## src/rtl/easy_fifo_pkg.sv

```systemverilog
// Shared sizing helpers for the sync_fifo read-side drain stage.
package easy_fifo_pkg;

  localparam int unsigned PKT_CNT_W = 32;

  // Lane index width; a single-lane word still needs a 1-bit index.
  function automatic int unsigned lane_idx_w(input int unsigned ratio);
    return (ratio <= 1) ? 1 : $clog2(ratio);
  endfunction

endpackage

```

## src/rtl/fifo_axis_drain_if.sv

```systemverilog
// FIFO read port, AXI-Stream master port and status outputs of fifo_axis_drain.
interface fifo_axis_drain_if
  import easy_fifo_pkg::*;
#(
  parameter int unsigned OUT_W = 32,
  parameter int unsigned RATIO = 4
);

  localparam int unsigned FIFO_W = RATIO * OUT_W + 1;

  logic [FIFO_W-1:0]    fifo_rd_data;
  logic                 fifo_rd_empty;
  logic                 fifo_rd_en;
  logic [OUT_W-1:0]     m_axis_tdata;
  logic                 m_axis_tvalid;
  logic                 m_axis_tlast;
  logic                 m_axis_tready;
  logic [PKT_CNT_W-1:0] pkt_cnt;
  logic                 idle;

  modport master (
    input  fifo_rd_data, fifo_rd_empty, m_axis_tready,
    output fifo_rd_en, m_axis_tdata, m_axis_tvalid, m_axis_tlast, pkt_cnt, idle
  );

  modport slave (
    output fifo_rd_data, fifo_rd_empty, m_axis_tready,
    input  fifo_rd_en, m_axis_tdata, m_axis_tvalid, m_axis_tlast, pkt_cnt, idle
  );

endinterface

```

## src/rtl/axis_out_reg.sv

```systemverilog
// Single-entry registered AXI-Stream output stage with load enable and completed-packet counter.
module axis_out_reg
  import easy_fifo_pkg::*;
#(
  parameter int unsigned W = 32
) (
  input  logic                 clk,
  input  logic                 rst_n,
  input  logic                 load,
  input  logic [W-1:0]         load_data,
  input  logic                 load_last,
  output logic                 load_ready,
  input  logic                 tready,
  output logic [W-1:0]         tdata,
  output logic                 tvalid,
  output logic                 tlast,
  output logic [PKT_CNT_W-1:0] pkt_cnt
);

  logic [W-1:0]         tdata_q, tdata_d;
  logic                 tvalid_q, tvalid_d;
  logic                 tlast_q, tlast_d;
  logic [PKT_CNT_W-1:0] pkt_cnt_q, pkt_cnt_d;
  logic                 pkt_done;

  assign load_ready = ~tvalid_q | tready;
  assign pkt_done   = tvalid_q & tready & tlast_q;
  assign pkt_cnt_d  = pkt_cnt_q + PKT_CNT_W'(pkt_done);

  // Data and last only change on load, so they hold while stalled.
  always_comb begin
    tdata_d  = tdata_q;
    tlast_d  = tlast_q;
    tvalid_d = tvalid_q;
    if (load) begin
      tdata_d  = load_data;
      tlast_d  = load_last;
      tvalid_d = 1'b1;
    end else if (tready) begin
      tvalid_d = 1'b0;
    end
  end

  always_ff @(posedge clk or negedge rst_n) begin
    if (!rst_n) begin
      tdata_q   <= '0;
      tvalid_q  <= 1'b0;
      tlast_q   <= 1'b0;
      pkt_cnt_q <= '0;
    end else begin
      tdata_q   <= tdata_d;
      tvalid_q  <= tvalid_d;
      tlast_q   <= tlast_d;
      pkt_cnt_q <= pkt_cnt_d;
    end
  end

  assign tdata   = tdata_q;
  assign tvalid  = tvalid_q;
  assign tlast   = tlast_q;
  assign pkt_cnt = pkt_cnt_q;

endmodule

```

## src/rtl/fifo_axis_drain.sv

```systemverilog
// Read-side drain for sync_fifo: pops first-word-fall-through words and emits RATIO narrow
// AXI-Stream beats per word, lane 0 first, with the word's last flag on its final beat.
module fifo_axis_drain
  import easy_fifo_pkg::*;
#(
  parameter int unsigned OUT_W = 32,
  parameter int unsigned RATIO = 4
) (
  input logic              clk,
  input logic              rst_n,
  fifo_axis_drain_if.master bus
);

  localparam int unsigned LIDX_W = lane_idx_w(RATIO);
  localparam int unsigned WORD_W = RATIO * OUT_W;
  localparam logic [LIDX_W-1:0] LastLane = LIDX_W'(RATIO - 1);

  logic [WORD_W-1:0]    wreg_q, wreg_d;
  logic                 wlast_q, wlast_d;
  logic                 wvalid_q, wvalid_d;
  logic [LIDX_W-1:0]    lidx_q, lidx_d;

  logic                 last_lane;
  logic                 out_ready;
  logic                 oload;
  logic                 pop;
  logic [OUT_W-1:0]     lane_data;
  logic [OUT_W-1:0]     tdata;
  logic                 tvalid;
  logic                 tlast;
  logic [PKT_CNT_W-1:0] pkt_cnt;

  assign last_lane = (lidx_q == LastLane);
  assign oload     = wvalid_q & out_ready;
  // Refill in the same cycle the last lane leaves, so word boundaries cost no bubble.
  assign pop       = ~bus.fifo_rd_empty & (~wvalid_q | (oload & last_lane));
  assign lane_data = wreg_q[OUT_W * int'(lidx_q) +: OUT_W];

  always_comb begin
    wreg_d   = wreg_q;
    wlast_d  = wlast_q;
    wvalid_d = wvalid_q;
    lidx_d   = lidx_q;
    if (oload) begin
      if (last_lane) begin
        lidx_d   = '0;
        wvalid_d = 1'b0;
      end else begin
        lidx_d = lidx_q + 1'b1;
      end
    end
    if (pop) begin
      wreg_d   = bus.fifo_rd_data[WORD_W-1:0];
      wlast_d  = bus.fifo_rd_data[WORD_W];
      wvalid_d = 1'b1;
      lidx_d   = '0;
    end
  end

  always_ff @(posedge clk or negedge rst_n) begin
    if (!rst_n) begin
      wreg_q   <= '0;
      wlast_q  <= 1'b0;
      wvalid_q <= 1'b0;
      lidx_q   <= '0;
    end else begin
      wreg_q   <= wreg_d;
      wlast_q  <= wlast_d;
      wvalid_q <= wvalid_d;
      lidx_q   <= lidx_d;
    end
  end

  axis_out_reg #(
    .W (OUT_W)
  ) u_out (
    .clk        (clk),
    .rst_n      (rst_n),
    .load       (oload),
    .load_data  (lane_data),
    .load_last  (wlast_q & last_lane),
    .load_ready (out_ready),
    .tready     (bus.m_axis_tready),
    .tdata      (tdata),
    .tvalid     (tvalid),
    .tlast      (tlast),
    .pkt_cnt    (pkt_cnt)
  );

  assign bus.fifo_rd_en    = pop;
  assign bus.m_axis_tdata  = tdata;
  assign bus.m_axis_tvalid = tvalid;
  assign bus.m_axis_tlast  = tlast;
  assign bus.pkt_cnt       = pkt_cnt;
  assign bus.idle          = ~wvalid_q & ~tvalid;

endmodule

```

## src/flat_wrapper.sv

```systemverilog
// flat-port wrapper written by rule: the top's interface ports become plain ports
module fifo_axis_drain_flat import easy_fifo_pkg::*;
#(
  parameter int unsigned OUT_W = 32,
  parameter int unsigned RATIO = 4
)
  (clk, rst_n, bus_fifo_rd_data, bus_fifo_rd_empty, bus_m_axis_tready, bus_fifo_rd_en, bus_m_axis_tdata, bus_m_axis_tvalid, bus_m_axis_tlast, bus_pkt_cnt, bus_idle);
  fifo_axis_drain_if #(.OUT_W(OUT_W), .RATIO(RATIO)) bus_i ();
  input logic clk;
  input logic rst_n;
  input wire logic [$bits(bus_i.fifo_rd_data)-1:0] bus_fifo_rd_data;
  input wire logic [$bits(bus_i.fifo_rd_empty)-1:0] bus_fifo_rd_empty;
  input wire logic [$bits(bus_i.m_axis_tready)-1:0] bus_m_axis_tready;
  output wire logic [$bits(bus_i.fifo_rd_en)-1:0] bus_fifo_rd_en;
  output wire logic [$bits(bus_i.m_axis_tdata)-1:0] bus_m_axis_tdata;
  output wire logic [$bits(bus_i.m_axis_tvalid)-1:0] bus_m_axis_tvalid;
  output wire logic [$bits(bus_i.m_axis_tlast)-1:0] bus_m_axis_tlast;
  output wire logic [$bits(bus_i.pkt_cnt)-1:0] bus_pkt_cnt;
  output wire logic [$bits(bus_i.idle)-1:0] bus_idle;
  assign bus_i.fifo_rd_data = bus_fifo_rd_data;
  assign bus_i.fifo_rd_empty = bus_fifo_rd_empty;
  assign bus_i.m_axis_tready = bus_m_axis_tready;
  assign bus_fifo_rd_en = bus_i.fifo_rd_en;
  assign bus_m_axis_tdata = bus_i.m_axis_tdata;
  assign bus_m_axis_tvalid = bus_i.m_axis_tvalid;
  assign bus_m_axis_tlast = bus_i.m_axis_tlast;
  assign bus_pkt_cnt = bus_i.pkt_cnt;
  assign bus_idle = bus_i.idle;
  fifo_axis_drain #(.OUT_W(OUT_W), .RATIO(RATIO)) u_core (.clk(clk), .rst_n(rst_n), .bus(bus_i));
endmodule
```

## config.mk

```make
export PLATFORM = sky130hd
export DESIGN_NAME = fifo_axis_drain_flat
export DESIGN_NICKNAME = d
export VERILOG_FILES = /design/src/rtl/easy_fifo_pkg.sv /design/src/rtl/fifo_axis_drain_if.sv /design/src/rtl/axis_out_reg.sv /design/src/rtl/fifo_axis_drain.sv /design/src/flat_wrapper.sv
export SDC_FILE = /design/constraint.sdc
export NUM_CORES = 1
export LEC_CHECK = 0
export BUFFER_PORTS_ARGS = -buffer_cell sky130_fd_sc_hd__buf_2
export CORE_ASPECT_RATIO = 1.5
export CORE_UTILIZATION = 54
export CTS_CLUSTER_SIZE = 8
export DETAILED_ROUTE_END_ITERATION = 10
export PLACE_DENSITY_LB_ADDON = 0.25
export SLEW_MARGIN = 0
export SYNTH_ARGS = -nofsm -noshare
export SYNTH_HDL_FRONTEND = slang
export SYNTH_SLANG_ARGS = --single-unit
```

## constraint.sdc

```tcl
create_clock -name clk -period 2.6 [get_ports clk]
set_input_delay 0.39 -clock clk [delete_from_list [all_inputs] [get_ports clk]]
set_output_delay 0.39 -clock clk [all_outputs]
set_load 0.005 [all_outputs]
```

# [Yosys cells after proc, flatten, opt, wreduce, memory -nomap -nowiden]
# Index checks and enable logic that the tools add are counted.
[op_classes] add_sub_neg=2 n_eq_ne=1 shifts=1 n_mux=8 bitwise_logic=12 reduce_logical=4
[op_table] cell="$shiftx A128 B8 Y32" count=1
[op_table] cell="$add A32 B1 Y32" count=1
[op_table] cell="$and A1 B1 Y1" count=7
[op_table] cell="$mux W2" count=3
[op_table] cell="$reduce_bool A2 Y1" count=3
[op_table] cell="$mux W1" count=5
[op_table] cell="$not A1 Y1" count=3
[op_table] cell="$add A2 B1 Y2 const B" count=1
[op_table] cell="$eq A2 B2 Y1 const B" count=1
[op_table] cell="$or A1 B1 Y1" count=2
[op_table] cell="$reduce_and A2 Y1" count=1
[totals] reg_bits=198 inputBits=133

# [Depth between registers and ports, before layout]
# Gate-level depths: netlist (run 1).
[depth] ltp_word=8 depth_mapped=8

# [Modules after synthesis]
# From an unflattened synthesis (run 1), not the netlist that was laid out.
[hier_totals] cells_unflattened=708 hier_area_um2=9401.5
[modules_own_cells] module="fifo_axis_drain" instances=1 cells_each=503 area_per_inst_um2=6663.9 seq_area_each_um2=3303.2
[modules_own_cells] module="axis_out_reg" instances=1 cells_each=205 area_per_inst_um2=2737.6 seq_area_each_um2=1651.6

# [Worst setup path before layout (run 1)]
# OpenSTA, ideal clock, no wires.
[synth_path] path_type="reg2reg" from="register u_core.u_out.tlast_q (netlist: u_core.u_out.tlast)" to="register u_core.u_out.pkt_cnt_q[16] (netlist: u_core.u_out.pkt_cnt[16])" t_arrival_ps=1840 required_ps=2474 slack_ps=634 path_stages_with_launch=9 n_path_buf=1 period_less_slack_ps=1966 path_cell_list="dfrtp_1 > and3_1 > ha_1 > ha_1 > and3_1 > and4_2 > buf_6 > and3_1 > xor2_1"
[synth_via] elab_chain_len=2
[synth_rtl] item="start, declared" line="axis_out_reg.sv:22" source="logic tlast_q, tlast_d;"
[synth_rtl] item="start signal, assigned" line="axis_out_reg.sv:53" source="tlast_q <= tlast_d;"
[synth_rtl] item="$and A1 B1 Y1" line="axis_out_reg.sv:27" source="assign pkt_done = tvalid_q & tready & tlast_q;"
[synth_rtl] item="$add A32 B1 Y32" line="axis_out_reg.sv:28" source="assign pkt_cnt_d = pkt_cnt_q + PKT_CNT_W'(pkt_done);"
[synth_rtl] item="via u_core.u_out.pkt_cnt_d[16]" line="axis_out_reg.sv:23" source="logic [PKT_CNT_W-1:0] pkt_cnt_q, pkt_cnt_d;"
[synth_rtl] item="end signal, assigned" line="axis_out_reg.sv:54" source="pkt_cnt_q <= pkt_cnt_d;"
[synth_rtl] item="end, declared" line="axis_out_reg.sv:23"
# The timed path passes the listed nets, and every way through them passes these cells.
# A chain may end at the register's enable or synchronous reset.

# [Final worst setup path (run 1)]
[layout_path] from="register u_core.u_out.tvalid_q (netlist: u_core.u_out.tvalid)" to="output port bus_fifo_rd_en"
[layout_via] elab_chain_len=6
[layout_rtl] item="start, declared" line="axis_out_reg.sv:21" source="logic tvalid_q, tvalid_d;"
[layout_rtl] item="start signal, assigned" line="axis_out_reg.sv:52" source="tvalid_q <= tvalid_d;"
[layout_rtl] item="$not A1 Y1" line="axis_out_reg.sv:26" source="assign load_ready = ~tvalid_q | tready;"
[layout_rtl] item="$or A1 B1 Y1" line="axis_out_reg.sv:26"
[layout_rtl] item="$and A1 B1 Y1" line="fifo_axis_drain.sv:34" source="assign oload = wvalid_q & out_ready;"
[layout_rtl] item="$and A1 B1 Y1" line="fifo_axis_drain.sv:36" source="assign pop = ~bus.fifo_rd_empty & (~wvalid_q | (oload & last_lane));"
[layout_rtl] item="$or A1 B1 Y1" line="fifo_axis_drain.sv:36"
[layout_rtl] item="$and A1 B1 Y1" line="fifo_axis_drain.sv:36"
[layout_rtl] item="end, declared" line="flat_wrapper.sv:14" source="output wire logic [$bits(bus_i.fifo_rd_en)-1:0] bus_fifo_rd_en;"
# Every way passes these cells.

==> results.py, run 1 <==
metrics = {
    "run_status": {
        "outcome": "finished clean",
    },
    "synthesis": {
        "yosysWarnings": 0,
        "synthCells": 527,
        "mappedNetlistArea_sq_mm": 0.008441,
        "main_combinational_cell_family_by_area_after_synthesis": "multiplexers",
        "post_synth_and_or_nand_nor_area_fraction": 0.04655,
        "avgSynthCellArea_sq_um": 16.02,
        "synth-adder-area-share": 0.005929,
        "synth_sequential_area_ratio": 0.5870,
        "synth-compound-area-share": 0.004002,
        "synth.distinct_cells": 29,
        "syn_nets": 664,
        "synth_mux_area_frac": 0.3002,
        "ys_seq_elements": 198,
        "synth_xor_area_frac": 0.03113,
    },
    "route": {
        "via_per_inst": 5.501,
        "drt-total-wl_mm": 17.45,
        "drc": 0,
        "first_pass_iters": 4,
        "via_count": 5160,
        "violation_count_after_the_first_detailed_route_iteration": 167,
        "detail-route-antenna-nets": 0,
        "wl_per_cell_microns": 18.61,
    },
    "sta": {
        "report.final.hold_viol_count": 0,
        "max-slew-margin-rel": 0.5249,
        "unrepaired_setup_endpoints_after_global_routing": "no",
        "report.final.setup_viol": 0,
        "timing_max_transition_violations_final": 0,
        "timing.final.crit_share": 0.9214,
        "final.setup.tns_ns": 0,
        "achievable-frequency_mhz": 417.4,
        "worst_pin_slew_ns": 0.7127,
        "fin_crit_ns": 2.396,
        "finalClockSkew_ns": 0.01098,
        "fin_ws_ns": 0.2043,
        "timing.hold.ws_ns": 0.1764,
    },
    "clock_network": {
        "numCtsBuffers": 17,
        "clock_pin_slew_on_the_worst_setup_and_hold_paths_ns": 0.07,
        "cts-htree-levels": 4,
        "cts_setup_buffers": 0,
        "clock_tree.root_cell": "sky130_fd_sc_hd__clkbuf_16",
        "clk-insertion-delay-late_ns": 0.42,
        "tritoncts": "done",
        "cts.path.max_buffers": 2,
        "tritoncts_num_sinks": 198,
    },
    "floorplan": {
        "floorplan.rows": 55,
        "top_level_ports": 201,
        "placeableCoreArea_sq_mm": 0.01521,
        "die_x_microns": 104.1,
        "initial_utilization": 0.5550,
        "die_outline_height_microns": 155.1,
        "die_area_sq_mm": 0.01614,
    },
    "global_route": {
        "grt_pass1_wl_mm": 28.59,
        "first_global_vias": 5658,
        "grt.total_usage": 0.2305,
        "antenna_found_initial": 0,
        "grt_max_degree": 89,
        "global_route.overflow_total": 0,
    },
    "hold_path": {
        "hp-start": "bus_fifo_rd_data[44]",
        "min_delay_path_class": "in -> reg",
        "min_delay_worst_endpoint": "u_core.wreg_q[44]$_DFFE_PN0P_",
        "hold-path-cell-count": 2,
    },
    "setup_path": {
        "path_buf_inv": 2,
        "critPathSlowestCell": "sky130_fd_sc_hd__dfrtp_1",
        "path_max_fanout": 88,
        "worst_path_dominant_cell_family": "buffers and inverters",
        "critical_path.reg2reg.endpoint": "u_core.u_out.pkt_cnt[14]$_DFF_PN0_",
        "worst-setup-path-type": "reg -> out",
        "worst-r2r-setup-slack_ns": 0.56,
        "worst-r2r-cell-count": 7,
        "timing.critical_path.slowest_cell_delay_ns": 0.40,
        "cp_data_arrival_time_ns": 2.01,
        "timing.critical_path.to_type": "output pin",
        "required_ns": 2.21,
        "path_cells": "nand2b_1, nand3_1, a21oi_4, buf_12, buf_2",
        "cp-start-kind": "flip-flop",
        "timing.rr.start": "u_core.u_out.tlast$_DFFE_PN0P_",
    },
    "power_and_ir_drop": {
        "p_clk_frac": 0.237,
        "power.density_cell_area_mw_per_mm2": 1098,
        "cell_internal_pwr_uw": 8096,
        "total_leakage_power_uw": 0.004818,
        "comb_power_share": 0.313,
        "power.switching_uw": 3130,
        "proportion_of_power_drawn_by_flip_flops_and_latches": 0.451,
        "power.switching_fraction": 0.2788,
        "worst_ir_drop_vdd_uv": 687.9,
    },
    "cells_and_area": {
        "syn2layout_area_growth_pct": 21.15,
        "drive_above_1_share": 0.5927,
        "nets": 863,
        "antenna_cells": 0,
        "fillerInstances": 1136,
    },
    "placement": {
        "routabilityCongestion": 0.7464,
        "place_worst_setup_slack_ns": 0.4861,
        "dp_hpwl_mm": 12.00,
        "placement.io_buffers": 200,
    },
    "job": {
        "cap_viol_max_count": 0,
    },
}
-- worst max path at each step --
| stage | from | endpoint | slack (ns) | cells past startpoint |
|---|---|---|---|---|
| 6_report | u_core.u_out.tvalid$_DFFE_PN0P_ | bus_fifo_rd_en | 0.20 | 5 |
| 5_1_grt | u_core.u_out.tvalid$_DFFE_PN0P_ | bus_fifo_rd_en | 0.05 | 5 |
| 4_1_cts | u_core.u_out.tvalid$_DFFE_PN0P_ | bus_fifo_rd_en | 0.14 | 5 |
| 3_5_place_dp | bus_m_axis_tready | u_core.u_out.pkt_cnt[14]$_DFF_PN0_ | 0.49 | 8 |
| 3_3_place_gp | bus_m_axis_tready | u_core.u_out.pkt_cnt[16]$_DFF_PN0_ | 0.53 | 8 |
| 2_1_floorplan | u_core.u_out.tlast$_DFFE_PN0P_ | u_core.u_out.pkt_cnt[16]$_DFF_PN0_ | 0.63 | 8 |
-- power groups by stage --
stage               Combinational [uW]  Sequential, uW  Clock, uW
finish                            3510            5060       2660
global route                      3790            5230       2840
CTS                               3580            5070       2730
detailed placement                3560            5130          0
global placement                  3400            4990          0
floorplan                         2690            4920          0
-- layout make-up --
class	count	area, sq um	area share
multi-input cells	301	3283	0.3211
flip-flops and latches	198	4957	0.4848
repair buffers	208	1135	0.1110
well taps	199	249.0	0.02435
clock buffers	20	466.7	0.04564
clock inverters	12	135.1	0.01321
-- synth_stat cells --
library cell / n / area (sq um)
sky130_fd_sc_hd__buf_4: 3 / 22.52
sky130_fd_sc_hd__and4_1: 2 / 17.52
sky130_fd_sc_hd__and3_1: 6 / 37.54
sky130_fd_sc_hd__dfrtp_1: 198 / 4955
sky130_fd_sc_hd__or3_1: 1 / 6.260
sky130_fd_sc_hd__nor4_1: 4 / 25.02
sky130_fd_sc_hd__and4_2: 1 / 10.01
sky130_fd_sc_hd__mux2_1: 7 / 78.83
sky130_fd_sc_hd__nand3_1: 10 / 50.05
sky130_fd_sc_hd__a21bo_2: 1 / 10.01
sky130_fd_sc_hd__clkbuf_1: 3 / 11.26
sky130_fd_sc_hd__mux4_2: 32 / 720.7
sky130_fd_sc_hd__and2_1: 1 / 6.260
sky130_fd_sc_hd__xnor2_1: 15 / 131.4
sky130_fd_sc_hd__nand2_1: 16 / 60.06
sky130_fd_sc_hd__nor2_1: 5 / 18.77
sky130_fd_sc_hd__and3_2: 6 / 45.04
sky130_fd_sc_hd__buf_2: 11 / 55.05
sky130_fd_sc_hd__a21oi_1: 2 / 10.01
sky130_fd_sc_hd__xor2_1: 15 / 131.4
sky130_fd_sc_hd__nand4_1: 10 / 62.56
sky130_fd_sc_hd__nand4_4: 1 / 21.27
sky130_fd_sc_hd__mux2_2: 154 / 1734
sky130_fd_sc_hd__nor3_1: 4 / 20.02
sky130_fd_sc_hd__o21ai_0: 1 / 5.000
sky130_fd_sc_hd__nand2b_1: 2 / 12.51
sky130_fd_sc_hd__ha_1: 4 / 50.05
sky130_fd_sc_hd__a21oi_2: 1 / 8.760
sky130_fd_sc_hd__buf_6: 11 / 123.9
-- through the flow --
step	area [sq um]	instances	util	power, uW
2_1_floorplan	8441	527	-	7616
5_1_grt	10230	938	0.6724	11870
3_3_place_gp	9614	905	0.6322	8395
4_1_cts	10230	938	0.6724	11380
6_report	10230	938	0.6724	11230
3_5_place_dp	9614	905	0.6322	8685
-- cell families after synthesis --
group / after synthesis
buffers and inverters: 28
XOR/XNOR: 30
flip-flops: 198
adder cells (fa/ha/maj): 4
AND/OR/NAND/NOR: 69
AO/OA/AOI/OAI: 5
multiplexers: 193
-- metal layers --
metal	track usage	routed length (microns)	vias to the layer above	part of all wire
li1	-	-	2320	-
met1	0.2699	6719	2665	0.38
met2	0.4171	9615	147	0.55
met3	0.05027	785	28	0.045
met4	0.08163	333	0	0.019
met5	0	0	-	0
-- what timing repair did --
item,in CTS,in global routing
endpoints found under the hold margin,56,0
setup endpoints to repair,0,0
hold buffers,1,0
gates resized for setup,0,0
-- flip-flops by register name, indices dropped and copies added (netlist names) --
signal	flops
u_core.wreg_q	128
u_core.u_out.pkt_cnt	32
u_core.lidx_q	2
u_core.wlast_q	1
u_core.u_out.tdata	32
u_core.u_out.tlast	1
u_core.u_out.tvalid	1
u_core.wvalid_q	1
-- cells in the final DEF, fill, tap and decap left out, types with 2 or more instances in the layout --
| cell type | Yosys | final |
|---|---|---|
| sky130_fd_sc_hd__a21oi_1 | 2 | 2 |
| sky130_fd_sc_hd__and3_1 | 6 | 6 |
| sky130_fd_sc_hd__and3_2 | 6 | 6 |
| sky130_fd_sc_hd__and4_1 | 2 | 2 |
| sky130_fd_sc_hd__buf_12 | 0 | 5 |
| sky130_fd_sc_hd__buf_2 | 11 | 199 |
| sky130_fd_sc_hd__buf_4 | 3 | 2 |
| sky130_fd_sc_hd__clkbuf_16 | 0 | 17 |
| sky130_fd_sc_hd__clkbuf_8 | 0 | 4 |
| sky130_fd_sc_hd__clkinv_4 | 0 | 5 |
| sky130_fd_sc_hd__dfrtp_1 | 198 | 196 |
| sky130_fd_sc_hd__dfrtp_2 | 0 | 2 |
| sky130_fd_sc_hd__ha_1 | 4 | 4 |
| sky130_fd_sc_hd__inv_8 | 0 | 4 |
| sky130_fd_sc_hd__mux2_1 | 7 | 7 |
| sky130_fd_sc_hd__mux2_2 | 154 | 154 |
| sky130_fd_sc_hd__mux4_2 | 32 | 32 |
| sky130_fd_sc_hd__nand2_1 | 16 | 15 |
| sky130_fd_sc_hd__nand2b_1 | 2 | 2 |
| sky130_fd_sc_hd__nand3_1 | 10 | 10 |
| sky130_fd_sc_hd__nand4_1 | 10 | 10 |
| sky130_fd_sc_hd__nor2_1 | 5 | 5 |
| sky130_fd_sc_hd__nor3_1 | 4 | 4 |
| sky130_fd_sc_hd__nor4_1 | 4 | 4 |
| sky130_fd_sc_hd__xnor2_1 | 15 | 15 |
| sky130_fd_sc_hd__xor2_1 | 15 | 15 |
Note: power is estimated with default switching activity, not from simulation.
==> run 2, diff against run 1 <==
--- a/config.mk
+++ b/config.mk
@@ -8,8 +8,8 @@
 export BUFFER_PORTS_ARGS = -buffer_cell sky130_fd_sc_hd__buf_2
 export CORE_ASPECT_RATIO = 1.5
 export CORE_UTILIZATION = 54
-export CTS_CLUSTER_SIZE = 8
 export DETAILED_ROUTE_END_ITERATION = 10
+export GPL_TIMING_DRIVEN = 0
 export PLACE_DENSITY_LB_ADDON = 0.25
 export SLEW_MARGIN = 0
 export SYNTH_ARGS = -nofsm -noshare
==> results.py, run 2 (same netlist as run 1, synthesis figures left out) <==
metrics = {
    "run_status": {
        "outcome": "finished clean",
    },
    "clock_network": {
        "cts.path.max_buffers": 2,
        "post_cts.resized_instances": 0,
        "cts-htree-levels": 4,
        "clock_pin_slew_on_the_worst_setup_and_hold_paths_ns": 0.07,
        "numCtsBuffers": 17,
        "clock_tree.root_cell": "sky130_fd_sc_hd__clkbuf_16",
        "tritoncts_num_sinks": 198,
        "tritoncts": "done",
        "clk-insertion-delay-late_ns": 0.44,
    },
    "route": {
        "wl_per_cell_microns": 19.62,
        "via_count": 5372,
        "drt-total-wl_mm": 18.83,
        "violation_count_after_the_first_detailed_route_iteration": 205,
        "via_per_inst": 5.596,
        "first_pass_iters": 4,
        "detail-route-antenna-nets": 0,
        "drc": 0,
    },
    "cells_and_area": {
        "registers.top_by_ff_count": "u_core.wreg_q",
        "fin_cells": 960,
        "largest_register_ffs": 128,
        "multi_input_combinational_cell_area_sq_mm": 0.003273,
        "ff_latch_area_sq_mm": 0.004955,
        "syn2layout_area_growth_pct": 22.95,
        "antenna_cells": 0,
        "final_cell_mix": "sky130_fd_sc_hd__buf_2 (210), sky130_fd_sc_hd__dfrtp_1 (198), sky130_fd_sc_hd__mux2_2 (154), sky130_fd_sc_hd__mux4_2 (32), sky130_fd_sc_hd__clkbuf_16 (17)",
        "nets": 885,
        "drive_above_1_share": 0.5966,
        "design_area_final_sq_mm": 0.01038,
        "layout.cells.most_common": "sky130_fd_sc_hd__buf_2",
        "fillerInstances": 1106,
    },
    "power_and_ir_drop": {
        "total_leakage_power_uw": 0.004928,
        "power.density_cell_area_mw_per_mm2": 1111,
        "power.switching_fraction": 0.2826,
        "proportion_of_power_drawn_by_flip_flops_and_latches": 0.440,
        "power.switching_uw": 3259,
        "cell_internal_pwr_uw": 8274,
        "p_clk_frac": 0.245,
        "comb_power_share": 0.315,
        "worst_ir_drop_vdd_uv": 631.0,
    },
    "sta": {
        "report.final.setup_viol": 0,
        "report.final.hold_viol_count": 0,
        "fin_crit_ns": 2.350,
        "achievable-frequency_mhz": 425.6,
        "max-slew-margin-rel": 0.5088,
        "final.setup.tns_ns": 0,
        "unrepaired_setup_endpoints_after_global_routing": "no",
        "finalClockSkew_ns": 0.01393,
        "worst_pin_slew_ns": 0.7368,
        "timing_max_transition_violations_final": 0,
        "timing.final.crit_share": 0.9038,
    },
    "setup_path": {
        "timing.critical_path.to_type": "output pin",
        "timing.rr.start": "u_core.u_out.tlast$_DFFE_PN0P_",
        "cp_data_arrival_time_ns": 1.96,
        "required_ns": 2.21,
        "critical_path.reg2reg.endpoint": "u_core.u_out.pkt_cnt[14]$_DFF_PN0_",
        "path_max_fanout": 10,
        "worst-r2r-setup-slack_ns": 0.52,
        "cp-start-kind": "flip-flop",
        "worst-r2r-cell-count": 8,
        "worst-setup-path-type": "reg -> out",
    },
    "placement": {
        "placement.io_buffers": 200,
        "dp_hpwl_mm": 13.39,
        "placed_cells_incl_taps": 927,
        "dpl_cell_area_sq_mm": 0.009728,
        "routabilityCongestion": 0.7873,
    },
    "floorplan": {
        "placeableCoreArea_sq_mm": 0.01521,
        "die_outline_height_microns": 155.1,
        "die_x_microns": 104.1,
        "die_area_sq_mm": 0.01614,
        "floorplan.rows": 55,
        "top_level_ports": 201,
        "initial_utilization": 0.5550,
    },
    "hold_path": {
        "min_delay_worst_endpoint": "u_core.wreg_q[48]$_DFFE_PN0P_",
        "min_delay_path_class": "in -> reg",
        "hp-start": "bus_fifo_rd_data[48]",
        "hold-path-cell-count": 2,
    },
    "global_route": {
        "first_global_vias": 5799,
        "grt_max_degree": 105,
        "grt.total_usage": 0.2450,
        "global_route.overflow_total": 0,
        "antenna_found_initial": 0,
        "grt_pass1_wl_mm": 29.87,
    },
    "job": {
        "cap_viol_max_count": 0,
    },
}
## run 2: worst max-delay path by stage
stage / depth (start not counted) / end / start
after floorplan: 8 / u_core.u_out.pkt_cnt[16]$_DFF_PN0_ / u_core.u_out.tlast$_DFFE_PN0P_
after detailed placement: 9 / u_core.u_out.pkt_cnt[16]$_DFF_PN0_ / bus_m_axis_tready
after global routing: 5 / bus_fifo_rd_en / u_core.u_out.tvalid$_DFFE_PN0P_
final: 5 / bus_fifo_rd_en / u_core.u_out.tvalid$_DFFE_PN0P_
after CTS: 5 / bus_fifo_rd_en / u_core.u_out.tvalid$_DFFE_PN0P_
after global placement: 1 / u_core.wreg_q[110]$_DFFE_PN0P_ / rst_n
## run 2: final cells by class
class | instances | share of cell area
sequential | 198 | 0.4775
multi-input combinational | 301 | 0.3154
timing repair buffer | 202 | 0.1010
clock buffer | 17 | 0.04099
tap | 199 | 0.02399
clock inverter | 15 | 0.02062
buffer | 28 | 0.02050
## run 2: critical path, cell delays in order, from the launching register on
cell                       delay (ns)
sky130_fd_sc_hd__dfrtp_1         0.40
sky130_fd_sc_hd__nand2b_1        0.16
sky130_fd_sc_hd__nand3_1         0.13
sky130_fd_sc_hd__a21oi_2         0.30
sky130_fd_sc_hd__buf_2           0.35
sky130_fd_sc_hd__buf_2           0.17
## run 2: what timing repair did
action / CTS / global route
setup buffers: 0 / 0
hold buffers: 1 / 0
hold endpoints to repair: 5 / 0
## run 2: metrics by stage
stage | utilization | power [uW] | hold slack [ns] | worst slack (ns)
final | 0.6824 | 11530 | 0.1667 | 0.2502
after CTS | 0.6824 | 11650 | 0.1548 | 0.2217
after floorplan | - | 7616 | 0.09441 | 0.6338
after global routing | 0.6824 | 12130 | 0.1593 | 0.1138
after detailed placement | 0.6397 | 8818 | 0.4511 | 0.4695
after global placement | 0.6372 | 8518 | 0.4557 | -1.830
## run 2: metal layers
metal	up-vias	part of all wire	GRT usage
met4	0	0.022	0.08980
met2	184	0.54	0.4346
met1	2782	0.39	0.2870
met5	-	0	0
li1	2374	-	-
met3	32	0.049	0.06284
## run 2: power groups by stage
stage | registers [uW] | clock network, uW | logic (uW)
CTS | 5080 | 2870 | 3700
floorplan | 4920 | 0 | 2690
detailed placement | 5130 | 0 | 3690
global route | 5230 | 2990 | 3920
finish | 5080 | 2820 | 3640
global placement | 5010 | 0 | 3510
